**src/rtl/ram_arbiter.sv**
```systemverilog
// ram_arbiter: shares one single-port, byte-writable, 1-cycle-latency RAM between ibus (read) and dbus (read/write).
// Define RAM_ARBITER_RR_EN for round-robin arbitration; when it is undefined, dbus has fixed priority.
module ram_arbiter #(
    parameter int DEPTH         = 16384,
    parameter int ADDRESS_WIDTH = $clog2(DEPTH)
) (
    input  logic                     clk,
    input  logic                     rst_n,
    input  logic                     i_req,
    input  logic [ADDRESS_WIDTH-1:2] i_addr,
    output logic                     i_ack,
    output logic [31:0]              i_rdata,
    input  logic                     d_req,
    input  logic [ADDRESS_WIDTH-1:2] d_addr,
    input  logic [3:0]               d_we,
    input  logic [31:0]              d_wdata,
    output logic                     d_ack,
    output logic [31:0]              d_rdata,
    output logic [ADDRESS_WIDTH-1:2] ram_addr,
    output logic [3:0]               ram_we,
    output logic [31:0]              ram_data,
    input  logic [31:0]              ram_q
);
    typedef enum logic [1:0] {IDLE = 2'd0, ISSUE = 2'd1, RESP = 2'd2} state_t;
    typedef enum logic {BUS_I = 1'b0, BUS_D = 1'b1} bus_t;

    state_t                   state_q, state_d;
    bus_t                     owner_q, owner_d;
    bus_t                     grant;
    logic [ADDRESS_WIDTH-1:2] ram_addr_q, ram_addr_d;
    logic [3:0]               ram_we_q, ram_we_d;
    logic [31:0]              ram_data_q, ram_data_d;
    logic                     i_ack_q, i_ack_d;
    logic                     d_ack_q, d_ack_d;
    logic [31:0]              i_rdata_q, i_rdata_d;
    logic [31:0]              d_rdata_q, d_rdata_d;

`ifdef RAM_ARBITER_RR_EN
    bus_t last_grant_q, last_grant_d;

    // On a tie, the bus that did not win last time goes first.
    always_comb begin
        if (i_req && d_req) begin
            grant = (last_grant_q == BUS_I) ? BUS_D : BUS_I;
        end else if (d_req) begin
            grant = BUS_D;
        end else begin
            grant = BUS_I;
        end
    end
`else
    always_comb begin
        grant = d_req ? BUS_D : BUS_I;
    end
`endif

    always_comb begin
        state_d    = state_q;
        owner_d    = owner_q;
        ram_addr_d = ram_addr_q;
        ram_we_d   = ram_we_q;
        ram_data_d = ram_data_q;
        i_ack_d    = 1'b0;
        d_ack_d    = 1'b0;
        i_rdata_d  = i_rdata_q;
        d_rdata_d  = d_rdata_q;
`ifdef RAM_ARBITER_RR_EN
        last_grant_d = last_grant_q;
`endif
        case (state_q)
            IDLE: begin
                if (i_req || d_req) begin
                    owner_d    = grant;
                    ram_addr_d = (grant == BUS_D) ? d_addr : i_addr;
                    ram_we_d   = (grant == BUS_D) ? d_we : 4'd0;
                    ram_data_d = (grant == BUS_D) ? d_wdata : 32'd0;
`ifdef RAM_ARBITER_RR_EN
                    last_grant_d = grant;
`endif
                    state_d = ISSUE;
                end
            end
            ISSUE: begin
                ram_we_d = 4'd0;
                i_ack_d  = (owner_q == BUS_I);
                d_ack_d  = (owner_q == BUS_D);
                state_d  = RESP;
            end
            RESP: begin
                if (i_ack_q) i_rdata_d = ram_q;
                if (d_ack_q) d_rdata_d = ram_q;
                state_d = IDLE;
            end
            default: begin
                state_d = IDLE;
            end
        endcase
    end

    always_ff @(posedge clk) begin
        if (!rst_n) begin
            state_q    <= IDLE;
            owner_q    <= BUS_I;
            ram_addr_q <= '0;
            ram_we_q   <= 4'd0;
            ram_data_q <= 32'd0;
            i_ack_q    <= 1'b0;
            d_ack_q    <= 1'b0;
            i_rdata_q  <= 32'd0;
            d_rdata_q  <= 32'd0;
`ifdef RAM_ARBITER_RR_EN
            last_grant_q <= BUS_I;
`endif
        end else begin
            state_q    <= state_d;
            owner_q    <= owner_d;
            ram_addr_q <= ram_addr_d;
            ram_we_q   <= ram_we_d;
            ram_data_q <= ram_data_d;
            i_ack_q    <= i_ack_d;
            d_ack_q    <= d_ack_d;
            i_rdata_q  <= i_rdata_d;
            d_rdata_q  <= d_rdata_d;
`ifdef RAM_ARBITER_RR_EN
            last_grant_q <= last_grant_d;
`endif
        end
    end

    assign ram_addr = ram_addr_q;
    assign ram_we   = ram_we_q;
    assign ram_data = ram_data_q;
    assign i_ack    = i_ack_q;
    assign d_ack    = d_ack_q;

    // RAM data only arrives in the ack cycle, so it is passed straight through
    // then and held in a register afterwards.
    assign i_rdata = i_ack_q ? ram_q : i_rdata_q;
    assign d_rdata = d_ack_q ? ram_q : d_rdata_q;

endmodule

```
**config.mk**
```make
export PLATFORM = sky130hd
export DESIGN_NAME = ram_arbiter
export DESIGN_NICKNAME = d
export VERILOG_FILES = /design/src/rtl/ram_arbiter.sv
export SDC_FILE = /design/constraint.sdc
export NUM_CORES = 1
export LEC_CHECK = 0
export CORE_MARGIN = 2
export CORE_UTILIZATION = 44
export DETAILED_ROUTE_END_ITERATION = 6
export HOLD_SLACK_MARGIN = 0.1
export PLACE_DENSITY_LB_ADDON = 0.1
export SLEW_MARGIN = 15
export SYNTH_ARGS = -nofsm -noshare
export SYNTH_HDL_FRONTEND = slang
export SYNTH_SLANG_ARGS = --single-unit
```
**constraint.sdc**
```tcl
create_clock -name clk -period 1.8 [get_ports clk]
set_input_delay 0.45 -clock clk [delete_from_list [all_inputs] [get_ports clk]]
set_output_delay 0.45 -clock clk [all_outputs]
set_load 0.03 [all_outputs]
```
==> Yosys cells after proc, flatten, opt, wreduce, memory -nomap -nowiden <==
Cells that the tools add are included.
Widths: inputs -> output; s select.
{ "totals": {"mem_count": 0, "latch_bits": 0, "ramBits": 0, "elab_cells": 29, "output_inout_bits": 114, "in_bits": 96, "register_bits": 117, "rom_bits": 0} }
{ "op_classes": {"shifts": 0, "mux": 10, "addsub": 0, "n_mul": 0, "eq_ne": 3, "n_div": 0, "n_bitwise": 1, "n_lt_le_gt_ge": 0, "n_reduce_logical": 6} }
{ "ops": {"columns": ["cell", "n"], "rows": [
  ["$mux 32", 3],
  ["$mux 12", 1],
  ["$mux 4", 2],
  ["$pmux 4 s2", 1],
  ["$reduce_and 2->1", 3],
  ["$pmux 2 s2", 1],
  ["$eq 2x1->1 const B", 1],
  ["$eq 2x2->1 const B", 1],
  ["$logic_not 2->1", 1],
  ["$mux 2", 1],
  ["$ne 2x2->1 const B", 1],
  ["$reduce_bool 2->1", 1],
  ["$logic_or 1x1->1", 1],
  ["$mux 1", 1],
  ["$not 1->1", 1]
]} }

==> Depth between registers and ports, before layout <==
{ "logic_depth": {"depth_word": 4, "depth_mapped": 6, "depth_no_buf": 3} }

==> Worst setup path after synthesis <==
OpenSTA, ideal clock, no wires.
{ "synth_timing": {"path_type": "register -> output", "start": "reg i_ack_q (netlist: i_ack)", "end": "out i_rdata[0]", "t_arrival_ns": 1.323, "stages_incl_launch_ff": 4, "setup_slack_ns": 0.027, "path_buffers": 2, "path_cell_list": "dfxtp_1 -> buf_2 -> buf_2 -> mux2_2"} }
{ "synth_via": {"elab_chain_len": 1} }
{ "synth_lines": {"columns": ["item", "line_no", "text"], "rows": [
  ["start, declared", "33", "logic i_ack_q, i_ack_d;"],
  ["start signal, assigned", "120", "i_ack_q <= i_ack_d;"],
  ["$mux 32", null, null],
  ["end, declared", "12", "output logic [31:0] i_rdata,"]
]} }
Every way passes these cells.

==> Final worst setup path <==
{ "layout_timing": {"start": "reg d_ack_q (netlist: d_ack)", "end": "out d_rdata[16]"} }
{ "layout_via": {"elab_chain_len": 1} }
{ "layout_lines": {"columns": ["item", "line_no", "text"], "rows": [
  ["start, declared", "34", "logic d_ack_q, d_ack_d;"],
  ["start signal, assigned", "121", "d_ack_q <= d_ack_d;"],
  ["$mux 32", null, null],
  ["end, declared", "18", "output logic [31:0] d_rdata,"]
]} }
Every way passes these cells.

==> impl_metrics.json <==
{
  "syn-instance-count": 511,
  "rsz0062_at_grt": "true",
  "n_antenna_cell": 0,
  "drive_gt1_share_pct": 25.62,
  "critical_path_buf_inv_count": 2,
  "antenna_found_initial": 0,
  "ctsLongestPathBuffers": 2,
  "avgSynthCellArea_um2": 10.60,
  "maxCapViolCount": 0,
  "cp_max_fo": 18,
  "critical-path-top-delay-family": "flip-flops",
  "status": "finished with violations",
  "synth-seq-cells": 117,
  "tritoncts": "done",
  "hpwl_um": 9659,
  "first_iter_violations": 193,
  "critical_path.cell_chain": "buf_12 -> mux2_2 -> buf_4",
  "dp_cells": 844,
  "port_buffers": 209,
  "grt_pass1_wl_um": 21740,
  "finClkSkew_ns": 0.003989,
  "grt_overflow": 0,
  "end_kind": "output pin",
  "finalWirelength_um": 13820,
  "setup_viol": 64,
  "arrival_ns": 1.49,
  "synth_warnings": 0,
  "slew_violations": 0,
  "yosysUniqueCellTypes": 27,
  "slowest_delay_ns": 0.37,
  "viasPerCell": 5.070,
  "criticalPathCategory": "flop to output pin",
  "grt.total_usage_pct": 20.89,
  "first_pass_iters": 4,
  "cts_root_buf": "clkbuf_16",
  "start_kind": "flop",
  "path_clk_slew_ns": 0.05,
  "setup_slack_ns": -0.1415,
  "worst_pin_slew_ns": 0.3497,
  "p_per_area_mw_per_mm2": 829.6,
  "power.total_uw": 7050,
  "numCtsBuffers": 17,
  "violations": "setup timing",
  "nNetsFinal": 814,
  "grt_max_degree": 52,
  "area_delta_synth_final_pct": 56.86,
  "synth_top_area_share_pct": 43.23,
  "core_area_mm2": 0.01201,
  "critPathSlowestCell": "dfxtp_4",
  "synth_nets": 607,
  "cts_num_sinks": 117,
  "postRouteAntennaNets": 0,
  "synth_top_cell_by_area": "dfxtp_1",
  "power.leakage_uw": 0.003551,
  "clock_latency_ns": 0.41,
  "pin_count": 210,
  "rows": 40,
  "dr_total_vias": 4446,
  "place_ws_ns": -0.08503,
  "crit_required_ns": 1.35,
  "maxClockFrequency_mhz": 515.1,
  "fillers": 938,
  "synth_edf_count": 0,
  "synthArstFlopShare_pct": 0,
  "die_w_um": 115.0,
  "h-tree-depth": 4,
  "start_util_pct": 45.10,
  "min_path_type": "flop to flop",
  "yosysSeqAreaShare_pct": 43.23,
  "wl_per_cell_um": 15.76,
  "synthTopCellsByCount": "dfxtp_1, mux2i_1, nor2b_1",
  "grt_pass1_vias": 4520,
  "fin_worst_hold_slack_ns": 0.4204,
  "yosysMostFrequentCell": "dfxtp_1",
  "fin_cells": 877,
  "die_h_um": 115.0,
  "slew_headroom_pct": 76.69,
  "fin_crit_ns": 1.941,
  "period_share_pct": 107.9,
  "finalHoldViolCount": 0,
  "post-route-drc-count": 0,
  "gp_congestion": 0.7834,
  "die-area_mm2": 0.01322,
  "synthFlopType": "dfxtp_1",
  "syn_area_mm2": 0.005418,
  "vdd_drop_max_v": 0.0006050,
  "synthTopCellsByArea": "dfxtp_1, mux2i_1, mux2_2"
}
worst register-to-register path, cell delays in order (launching register included):
cell and delay, ns:
dfxtp_1 0.50, nor2b_4 0.27, buf_12 0.29, mux2i_1 0.31, nor2b_1 0.07
logic make-up after synthesis:
logic type	Yosys count	share of synthesized area [%]
mux	140	27.34
simple gates	125	12.89
flops	117	43.23
compound gates	86	10.76
buf+inv	43	5.774
metal layers:
| layer | up-vias | track usage [%] | share of wire (%) | wire length [µm] |
|---|---|---|---|---|
| met3 | 16 | 8.118 | 7.7 | 1069 |
| met5 | - | 0 | 0 | 0 |
| met1 | 2102 | 23.57 | 41 | 5682 |
| met4 | 0 | 7.631 | 1.6 | 216 |
| li1 | 2187 | - | - | - |
| met2 | 141 | 35.88 | 50 | 6855 |
layout make-up:
type,count,area [µm²],area share (%)
clock buffers,28,536.8,6.316
clock inverters,3,15.01,0.1767
multi-input cells,351,2955,34.78
flip-flops and latches,117,2350,27.65
well taps,147,183.9,2.164
repair buffers,231,2457,28.92
report_power, final:
part | internal (µW) | switching [µW] | total, µW
sequential | 2690 | 52.9 | 2740
clock | 2000 | 1070 | 3070
combinational | 612 | 625 | 1240
total | 5300 | 1750 | 7050
metrics by stage:
stage	util [%]	cell area [µm²]	TNS (ns)
floorplan	-	5418	0
global placement	63.53	7631	-0.09918
detailed placement	63.53	7631	-0.7537
CTS	69.39	8334	-8.068
global route	70.75	8498	-8.963
finish	70.75	8498	-5.984
path summary, 6_finish.rpt:
kind | from | to | slack, ns | cells after the start
worst min register to register | owner_q | i_ack | 0.42 | 1
worst min-delay path | owner_q | i_ack | 0.42 | 1
worst max register to register | state_q[1] | i_rdata_q[0] | 0.24 | 4
worst max-delay path | d_ack | d_rdata[16] | -0.14 | 3
timing repair:
item	in CTS	in global routing
endpoints found under the setup margin	112	64
setup buffers	1	0
hold buffers	0	0
resized for setup	103	37
endpoints found under the hold margin	0	0
gates cloned	0	1
state kept, by name, indices dropped and copies added, names as in the netlist:
| name | cells |
|---|---|
| ram_addr | 12 |
| ram_we | 4 |
| d_rdata_q | 32 |
| d_ack | 1 |
| state_q | 2 |
| ram_data | 32 |
| i_ack | 1 |
| owner_q | 1 |
| i_rdata_q | 32 |
placed cells by master (no fill, tap or decap), types with 4 or more instances in the layout:
cell and count:
clkbuf_1 4, a21boi_1 31, buf_4 26, clkbuf_8 7, buf_12 21, nor2b_1 65, nand3_1 12, buf_6 40
o21ai_1 22, o211a_1 12, dlygate4sd2_1 48, mux2_4 50, nand2_1 37, clkbuf_16 18, mux2_2 14, a21boi_0 6
o21ai_0 15, clkdlybuf4s50_1 94, mux2i_1 76, dfxtp_1 115
(Power assumes the default switching activity.)
